File: src/rtl/dcache_store_coalescer.sv
// dcache_store_coalescer
// Write-combining store buffer in front of the dcache data store SRAM.
// Word stores are collected into line-wide entries with byte masks and
// drained one entry per cycle as masked line writes. Loads take priority on
// the shared SRAM port unless they hit a line that is still buffered.
// Optional feature: define DCACHE_SC_MERGE_EN to let a store combine into
// the youngest entry when it targets the same line.
module dcache_store_coalescer #(
  parameter  int DATA_WIDTH = 128,
  parameter  int NUM_WORDS  = 256,
  parameter  int WORD_WIDTH = 64,
  parameter  int DEPTH      = 4,
  localparam int AW         = $clog2(NUM_WORDS),
  localparam int WPL        = DATA_WIDTH / WORD_WIDTH,
  localparam int OW         = $clog2(WPL)
) (
  input  logic                    clk_i,
  input  logic                    rst_i,
  input  logic                    st_valid_i,
  output logic                    st_ready_o,
  input  logic [AW-1:0]           st_index_i,
  input  logic [OW-1:0]           st_offset_i,
  input  logic [WORD_WIDTH-1:0]   st_wdata_i,
  input  logic [WORD_WIDTH/8-1:0] st_be_i,
  input  logic                    ld_req_i,
  input  logic [AW-1:0]           ld_index_i,
  output logic                    ld_gnt_o,
  input  logic                    flush_i,
  output logic                    empty_o,
  output logic                    ds_en_o,
  output logic                    ds_we_o,
  output logic [AW-1:0]           ds_addr_o,
  output logic [DATA_WIDTH-1:0]   ds_wdata_o,
  output logic [DATA_WIDTH/8-1:0] ds_byte_o
);

  localparam int BPW = WORD_WIDTH / 8;
  localparam int BPL = DATA_WIDTH / 8;
  localparam int PW  = $clog2(DEPTH);
  localparam logic [PW:0] FULL_CNT = (PW+1)'(DEPTH);

  logic [DEPTH-1:0]      ent_valid;
  logic [AW-1:0]         ent_index [DEPTH];
  logic [DATA_WIDTH-1:0] ent_line  [DEPTH];
  logic [BPL-1:0]        ent_mask  [DEPTH];

  logic [PW-1:0] head;
  logic [PW-1:0] tail;
  logic [PW:0]   count;

  logic full;
  logic empty;
  logic conflict;
  logic grant;
  logic drain;
  logic merge_hit;
  logic accept;
  logic alloc;

  logic [DATA_WIDTH-1:0] placed_line;
  logic [BPL-1:0]        placed_mask;

  assign full    = (count == FULL_CNT);
  assign empty   = (count == '0);
  assign empty_o = empty;

  // Spread the incoming word into its slot in a line-wide image; only
  // enabled bytes show up in the data and the mask.
  always_comb begin
    placed_line = '0;
    placed_mask = '0;
    for (int w = 0; w < WPL; w++) begin
      for (int b = 0; b < BPW; b++) begin
        if ((st_offset_i == OW'(w)) && st_be_i[b]) begin
          placed_mask[w*BPW+b]          = 1'b1;
          placed_line[(w*BPW+b)*8 +: 8] = st_wdata_i[b*8 +: 8];
        end
      end
    end
  end

  // A load must wait while any buffered entry still owns its line.
  always_comb begin
    conflict = 1'b0;
    for (int i = 0; i < DEPTH; i++) begin
      if (ent_valid[i] && (ent_index[i] == ld_index_i)) begin
        conflict = 1'b1;
      end
    end
  end

  // Loads win the port; drains only use cycles no clean load wants.
  assign grant = ld_req_i & ~conflict & ~rst_i;
  assign drain = ~grant & ~empty;

`ifdef DCACHE_SC_MERGE_EN
  logic [PW-1:0] young;
  assign young     = tail - PW'(1);
  assign merge_hit = st_valid_i & ent_valid[young] &
                     (ent_index[young] == st_index_i) &
                     ~(drain & (young == head));
`else
  assign merge_hit = 1'b0;
`endif

  // Ready looks at the pre-drain count so a full buffer never takes a new
  // entry on the strength of a same-cycle drain.
  assign st_ready_o = ~flush_i & (~full | merge_hit);
  assign accept     = st_valid_i & st_ready_o;
  assign alloc      = accept & ~merge_hit;

  // Drive the data store port: load read, head drain, or idle.
  always_comb begin
    ld_gnt_o   = 1'b0;
    ds_en_o    = 1'b0;
    ds_we_o    = 1'b0;
    ds_addr_o  = '0;
    ds_wdata_o = '0;
    ds_byte_o  = '0;
    if (grant) begin
      ld_gnt_o  = 1'b1;
      ds_en_o   = 1'b1;
      ds_addr_o = ld_index_i;
    end else if (drain) begin
      ds_en_o    = 1'b1;
      ds_we_o    = 1'b1;
      ds_addr_o  = ent_index[head];
      ds_wdata_o = ent_line[head];
      ds_byte_o  = ent_mask[head];
    end
  end

  // Occupancy bookkeeping; reset throws away anything still pending.
  always_ff @(posedge clk_i or posedge rst_i) begin
    if (rst_i) begin
      ent_valid <= '0;
      head      <= '0;
      tail      <= '0;
      count     <= '0;
    end else begin
      if (drain) begin
        ent_valid[head] <= 1'b0;
        head            <= head + PW'(1);
      end
      if (alloc) begin
        ent_valid[tail] <= 1'b1;
        tail            <= tail + PW'(1);
      end
      count <= count + (PW+1)'(alloc) - (PW+1)'(drain);
    end
  end

  // Entry payload; gated by valid, so it needs no reset.
  always_ff @(posedge clk_i) begin
    if (alloc) begin
      ent_index[tail] <= st_index_i;
      ent_line[tail]  <= placed_line;
      ent_mask[tail]  <= placed_mask;
    end
`ifdef DCACHE_SC_MERGE_EN
    else if (accept && merge_hit) begin
      for (int k = 0; k < BPL; k++) begin
        if (placed_mask[k]) begin
          ent_line[young][k*8 +: 8] <= placed_line[k*8 +: 8];
        end
      end
      ent_mask[young] <= ent_mask[young] | placed_mask;
    end
`endif
  end

endmodule

File: config.mk
export PLATFORM = sky130hd
export DESIGN_NAME = dcache_store_coalescer
export DESIGN_NICKNAME = d
export VERILOG_FILES = /design/src/rtl/dcache_store_coalescer.sv
export SDC_FILE = /design/constraint.sdc
export NUM_CORES = 1
export LEC_CHECK = 0
export CORE_MARGIN = 4
export CORE_UTILIZATION = 51
export DETAILED_ROUTE_END_ITERATION = 8
export MAX_ROUTING_LAYER = met4
export PLACE_DENSITY = 0.72
export SLEW_MARGIN = 25
export SYNTH_ARGS = -nofsm -noshare
export SYNTH_HDL_FRONTEND = slang
export SYNTH_SLANG_ARGS = --single-unit
export TNS_END_PERCENT = 5
File: constraint.sdc
create_clock -name clk_i -period 4.8 [get_ports clk_i]
set_input_delay 0.48 -clock clk_i [delete_from_list [all_inputs] [get_ports clk_i]]
set_output_delay 0.48 -clock clk_i [all_outputs]
set_load 0.05 [all_outputs]
==> results by group, run 1 <==
Setup path
  – CP startpoint kind: input port
  – CP Cell Sequence: clkdlybuf4s50_1 > xnor2_1 > nand4_1 > o311ai_1 > or2_1 > mux2i_1 > clkdlybuf4s50_1
  – CP max stage delay: 0.84 ns
  – Critical Path Sink Type: output pin
  – Most used cell along the critical path: clkdlybuf4s50_1
  – Worst path slowest cell: clkdlybuf4s50_1
  – Crit path required time: 4.32 ns
  – Crit path kind: in -> out
  – Critical Path AT: 3.68 ns
  – Crit Path Max Fanout: 14

Clock network
  – Post-CTS setup buffer count: 0
  – CTS root buffer: clkbuf_16
  – Worst skew pair latency: 0.62 ns
  – Clock slew at reported path FFs: 0.06 ns
  – Bufs on Longest Clock Path: 3
  – H-tree depth: 2
  – Total CTS buffers: 61
  – TritonCTS clock tree: yes
  – CTS Hold Bufs: 0
  – Post_cts resized: 0
  – CTS sink count: 619

Detailed routing
  – Total Wirelength: 51600 microns
  – Drt wl/cell: 23.1 microns
  – Via count: 12400
  – DR DRC count: 0
  – 1st-iter DRT viols: 876
  – Antenna Violating Nets Remaining: 0
  – Drt pass-1 iters: 4
  – Via density: 5.56

Timing
  – Final setup vio count: 0
  – Min Tclk post-route: 4.16 ns
  – RSZ-0062 raised after global routing: false
  – Worst rel slew slack: 33.2%
  – Post-route setup slack: 0.639 ns
  – Setup_tns: 0 ns
  – Final worst path period share: 86.7%
  – Clock Skews: 0.0212 ns
  – Final hold vios: 0
  – Worst Max-Slew Pin Slew: 1.00 ns
  – Fmax: 240 MHz
  – Max Slew Vio Count: 0

Yosys
  – Synthesized area: 0.0250 sq mm
  – Synth cell types: 33
  – Syn Area/Cell: 19.8 sq um
  – Syn_nets: 1367
  – Register area share after synthesis: 74.1%
  – EDFF count, synth: 608
  – Synth Flop Type: edfxtp_1
  – Syn. warnings: 0
  – Register bit total from synthesis: 619
  – Fraction of registers with async set/reset: 1.78%
  – Cells after Synth: 1262

Power and ir drop
  – Pwr Total: 19.3 mW
  – Peak VDD IR: 0.000560 V
  – Leakage power total: 10.2 nW
  – PD cells: 636 mW/mm^2

Layout
  – Design area: 0.0303 sq mm
  – Area Growth Syn to Fin: 21.1%
  – Ratio of cells with drive above 1 in the final layout: 17.2%
  – Fillers: 3413
  – Nets: 1631
  – Final Core Density: 63.0%

GRT
  – Initial antenna violation count: 3
  – Tot GR Track Use: 20.3%
  – Pin count of the biggest net entering global routing: 90
  – First-pass GRT wire length: 79900 microns
  – Global route overflow: 0
  – Number of global-route vias before repair: 13400

Worst hold path
  – Hold crit path type: in -> async

Placed design
  – GP Congestion: 0.781
  – Placement Setup Slack: 0.656 ns
  – Placed cell area: 0.0284 sq mm
  – Port Buffer Count: 250
  – Post-DP HPWL: 30700 microns

Floorplan
  – Num rows: 80
  – Io pins: 251
  – Width of the die: 230 microns
  – Placeable Area: 0.0481 sq mm
  – Die H: 230 microns
  – Die area: 0.0527 sq mm
  – Initial Utilization: 52.0%

Flow run
  – Max_cap viols: 0

Status
  – Status: finished clean
metal layers:
metal / share of wire (%) / up-vias / GRT usage [%]
li1: - / 5490 / -
met1: 41 / 6499 / 26.0
met2: 51 / 379 / 33.7
met3: 6.0 / 66 / 4.20
met4: 1.9 / 0 / 5.50
met5: 0 / - / -
worst max-delay path: cells and delay by family:
kind,cells,cell delay (ns)
XOR/XNOR,1,0.17
buffers and inverters,2,1.46
multiplexers,1,0.31
AND/OR/NAND/NOR,2,0.80
AO/OA/AOI/OAI,1,0.45
Yosys cell counts, types with 3 or more instances:
cell / instances / share of area, %
nand4_1: 4 / 0.10
buf_4: 9 / 0.27
and2_1: 73 / 1.8
clkbuf_1: 41 / 0.61
nand2_1: 17 / 0.25
a41oi_1: 3 / 0.11
dfrtp_1: 11 / 1.1
xor2_1: 3 / 0.11
mux2i_1: 8 / 0.32
nor2_1: 5 / 0.075
ha_1: 10 / 0.50
inv_1: 25 / 0.37
nor2b_1: 152 / 3.8
buf_2: 25 / 0.50
and3_1: 64 / 1.6
nand3_1: 3 / 0.060
xnor2_1: 33 / 1.2
mux4_2: 152 / 14
edfxtp_1: 608 / 73
kinds of logic after synthesis:
family	share of synthesized area, %
fa+ha+maj	0.580
xor+xnor	1.26
mux	14.0
buf+inv	1.91
compound gates	0.320
flops	74.1
simple gates	7.83
cell usage in the layout (no fill, tap or decap), types with 4 or more instances in the layout:
cell	synthesis	final
clkdlybuf4s50_1	0	249
nand2_1	17	17
clkbuf_16	0	63
buf_4	9	17
mux4_2	152	152
bufinv_16	0	6
inv_1	25	21
nor2b_1	152	152
clkbuf_1	41	13
mux2i_1	8	8
clkinv_1	0	20
xnor2_1	33	33
nor2_1	5	5
and3_1	64	64
and2_1	73	73
inv_6	0	4
nand4_1	4	4
dfrtp_1	11	9
buf_12	0	12
clkinv_2	0	11
edfxtp_1	608	608
ha_1	10	10
worst paths after layout:
kind / startpoint / to / slack, ns / depth (start not counted)
worst max-delay path: ld_index_i[6] / ds_addr_o[0] / 0.64 / 7
worst min-delay path: rst_i / count[2] / 0.17 / 3
worst max register to register: ent_index[3][7] / count[2] / 1.76 / 14
worst min register to register: count[1] / count[2] / 0.56 / 1
max in group asynchronous: rst_i / head[0] / 4.44 / 3
min in group clk_i: st_index_i[2] / ent_index[3][2] / 0.50 / 1
final cells by class:
cell class	instances	area (sq um)	share of cell area, %
timing repair buffer	279	2870	9.45
inverter	25	113	0.372
tap	656	821	2.71
clock inverter	38	319	1.05
clock buffer	76	1630	5.36
antenna	2	5.00	0.0165
multi-input combinational	540	6020	19.9
sequential	619	18500	61.2
stage by stage:
stage	hold WS, ns	std cells
2_1_floorplan	0.341	1262
3_3_place_gp	0.524	2119
3_5_place_dp	0.553	2119
4_1_cts	0.131	2233
5_1_grt	0.177	2235
6_report	0.170	2235
state kept, by name (all words and copies together), names as in the netlist:
name       flops
count          3
ent_index     32
ent_line     512
ent_mask      64
ent_valid      4
head           2
tail           2
power breakdown:
group          leakage [nW]  internal, mW  total, mW  switching (mW)
Clock                 0.955          2.70       4.61            1.91
Sequential             5.80          6.54       6.85           0.311
Combinational          3.47          3.07       7.81            4.74
No activity file was read; power rests on OpenSTA's default activity.
==> run 2: changes to the inputs <==
--- a/config.mk
+++ b/config.mk
@@ -6,10 +6,10 @@
 export NUM_CORES = 1
 export LEC_CHECK = 0
 export CORE_MARGIN = 4
-export CORE_UTILIZATION = 51
+export CORE_UTILIZATION = 57
 export DETAILED_ROUTE_END_ITERATION = 8
 export MAX_ROUTING_LAYER = met4
-export PLACE_DENSITY = 0.72
+export PLACE_DENSITY = 0.77
 export SLEW_MARGIN = 25
 export SYNTH_ARGS = -nofsm -noshare
 export SYNTH_HDL_FRONTEND = slang
==> constraint.sdc (replaced) <==
create_clock -name clk_i -period 4.71 [get_ports clk_i]
set_input_delay 0.471 -clock clk_i [delete_from_list [all_inputs] [get_ports clk_i]]
set_output_delay 0.471 -clock clk_i [all_outputs]
set_load 0.05 [all_outputs]
==> run 2 against run 1 <==
Net effect:
- sequential cell count is the same
- final cell count is 3.3% lower
- critical path depth up 1
- clock-buffer cell count fell by 3
- total power up 0.88%
- clock skew is 0.011 ns lower
- hold slack better by 0.0020 ns
- combinational power grew 2%
- first-iteration DRC count increased by 21%
- worst setup slack better by 0.11 ns
- die area down 10%
- global-route usage increased by 2.9 points
- highest routed layer unchanged
==> results by group, run 2 (synthesized netlist as in run 1, its figures left out) <==
GRT
  – Global route overflow: 0
  – Tot GR Track Use: 23.3%
  – Number of global-route vias before repair: 13200
  – First-pass GRT wire length: 80700 microns
  – Pin count of the biggest net entering global routing: 81
  – Initial antenna violation count: 3

Detailed routing
  – Antenna Violating Nets Remaining: 0
  – Via density: 5.80
  – Drt wl/cell: 24.4 microns
  – Total Wirelength: 52700 microns
  – DR DRC count: 0
  – Via count: 12500
  – Drt pass-1 iters: 5
  – 1st-iter DRT viols: 1064

Floorplan
  – Width of the die: 218 microns
  – Placeable Area: 0.0433 sq mm
  – Io pins: 251
  – Die area: 0.0473 sq mm
  – Num rows: 76
  – Die H: 218 microns
  – Initial Utilization: 57.8%

Setup path
  – Reg2reg end: count[2]
  – Top delay family on crit path: buffers and inverters
  – Critical Path AT: 3.48 ns
  – End point of the critical path: ds_wdata_o[110]
  – Worst reg2reg setup slack: 1.49 ns
  – Crit Path Max Fanout: 48
  – CP startpoint kind: input port
  – Most used cell along the critical path: clkdlybuf4s50_1
  – CP Cell Sequence: clkdlybuf4s50_1 > xnor2_1 > nand4_1 > o311ai_1 > o21ai_4 > buf_12 > nor2b_1 > clkdlybuf4s50_1
  – Crit path kind: in -> out
  – Critical Path Sink Type: output pin
  – Worst path slowest cell: clkdlybuf4s50_1
  – FF-to-FF Start: ent_index[3][7]
  – Crit path required time: 4.24 ns
  – Buf+Inv Stages, Crit Path: 3
  – CP Launch Point: ld_index_i[2]
  – CP Depth: 8
  – CP max stage delay: 0.85 ns
  – R2R depth: 14

Layout
  – Largest registers: ent_line (512), ent_mask (64), ent_index (32)
  – Ratio of cells with drive above 1 in the final layout: 17.3%
  – Non-Filler Instances: 2161
  – Fillers: 2735
  – Biggest register: ent_line
  – Area Growth Syn to Fin: 20.3%
  – Most frequent cells in the layout: 608 x edfxtp_1, 249 x clkdlybuf4s50_1, 152 x nor2b_1, 152 x mux4_2, 73 x and2_1
  – Nets: 1632
  – Max reg flops: 512
  – Commonest non-fill, non-tap cell in the layout: edfxtp_1

Placed design
  – GP Congestion: 0.756
  – Post-DP HPWL: 31300 microns
  – Placement Setup Slack: 0.755 ns
  – Port Buffer Count: 250
  – Placed insts: 2051

Clock network
  – H-tree depth: 2
  – CTS root buffer: clkbuf_16
  – Post_cts resized: 0
  – Worst skew pair latency: 0.60 ns
  – CTS Hold Bufs: 0
  – CTS sink count: 619
  – Bufs on Longest Clock Path: 3
  – Total CTS buffers: 59
  – Post-CTS setup buffer count: 0
  – TritonCTS clock tree: yes
  – Clock slew at reported path FFs: 0.06 ns

Worst hold path
  – Hold crit path type: in -> async

Timing
  – Setup_tns: 0 ns
  – Final hold vios: 0
  – RSZ-0062 raised after global routing: false
  – Fmax: 253 MHz
  – Worst hold margin: 0.172 ns
  – Final worst path period share: 84.0%
  – Final setup vio count: 0
  – Clock Skews: 0.0100 ns
  – Worst Max-Slew Pin Slew: 0.947 ns
  – Min Tclk post-route: 3.96 ns
  – Max Slew Vio Count: 0
  – Worst rel slew slack: 36.7%
  – Post-route setup slack: 0.754 ns

Power and ir drop
  – PD cells: 646 mW/mm^2
  – Peak VDD IR: 0.000663 V
  – Pwr Total: 19.4 mW
  – Leakage power total: 10.2 nW

Status
  – Status: finished clean

Flow run
  – Max_cap viols: 0
==> run 2: worst min path at each step <==
stage	from	endpoint	slack, ns	depth (start not counted)
2_1_floorplan	rst_i	count[0]	0.33	1
3_3_place_gp	count[0]	count[0]	0.52	1
3_5_place_dp	count[0]	count[0]	0.53	1
4_1_cts	rst_i	count[0]	0.14	3
5_1_grt	rst_i	count[0]	0.17	3
6_report	rst_i	count[0]	0.17	3
==> run 2: metal layers <==
| metal | part of all wire (%) | vias to the layer above | track usage, % |
|---|---|---|---|
| met5 | 0 | - | - |
| met4 | 1.8 | 0 | 5.62 |
| met3 | 7.2 | 66 | 4.93 |
| met2 | 51 | 476 | 36.9 |
| met1 | 40 | 6491 | 31.7 |
| li1 | - | 5493 | - |
==> run 2: worst reg2reg max path, delay by kind of cell, from the launching register on <==
kind | cells | cell delay (ns)
buffers and inverters | 4 | 0.59
adders and majority gates | 3 | 0.80
DFF | 1 | 0.39
AOI/OAI and AO/OA | 2 | 0.73
xor gates and xnor gates | 3 | 0.48
and+or+nand+nor | 2 | 0.16
==> run 2: layout make-up <==
| cell class | count | area [sq um] | area share [%] |
|---|---|---|---|
| Antenna cell | 2 | 5.00 | 0.0166 |
| Clock buffer | 73 | 1530 | 5.08 |
| Clock inverter | 35 | 292 | 0.969 |
| Inverter | 25 | 113 | 0.374 |
| Multi-Input combinational cell | 540 | 6020 | 20.0 |
| Sequential cell | 619 | 18500 | 61.6 |
| Tap cell | 585 | 732 | 2.43 |
| Timing Repair Buffer | 282 | 2860 | 9.51 |
==> run 2: report_power, final <==
group / switching (mW) / internal [mW] / total [mW]
clock: 1.93 / 2.56 / 4.50
sequential: 0.329 / 6.66 / 6.99
combinational: 4.85 / 3.10 / 7.95
total: 7.11 / 12.3 / 19.4
==> run 2: metrics by stage <==
step | area, sq um | utilization, %
after floorplan | 25000 | -
after CTS | 30100 | 69.5
final | 30100 | 69.6
after global routing | 30100 | 69.6
after detailed placement | 28300 | 65.3
after global placement | 28300 | 65.3
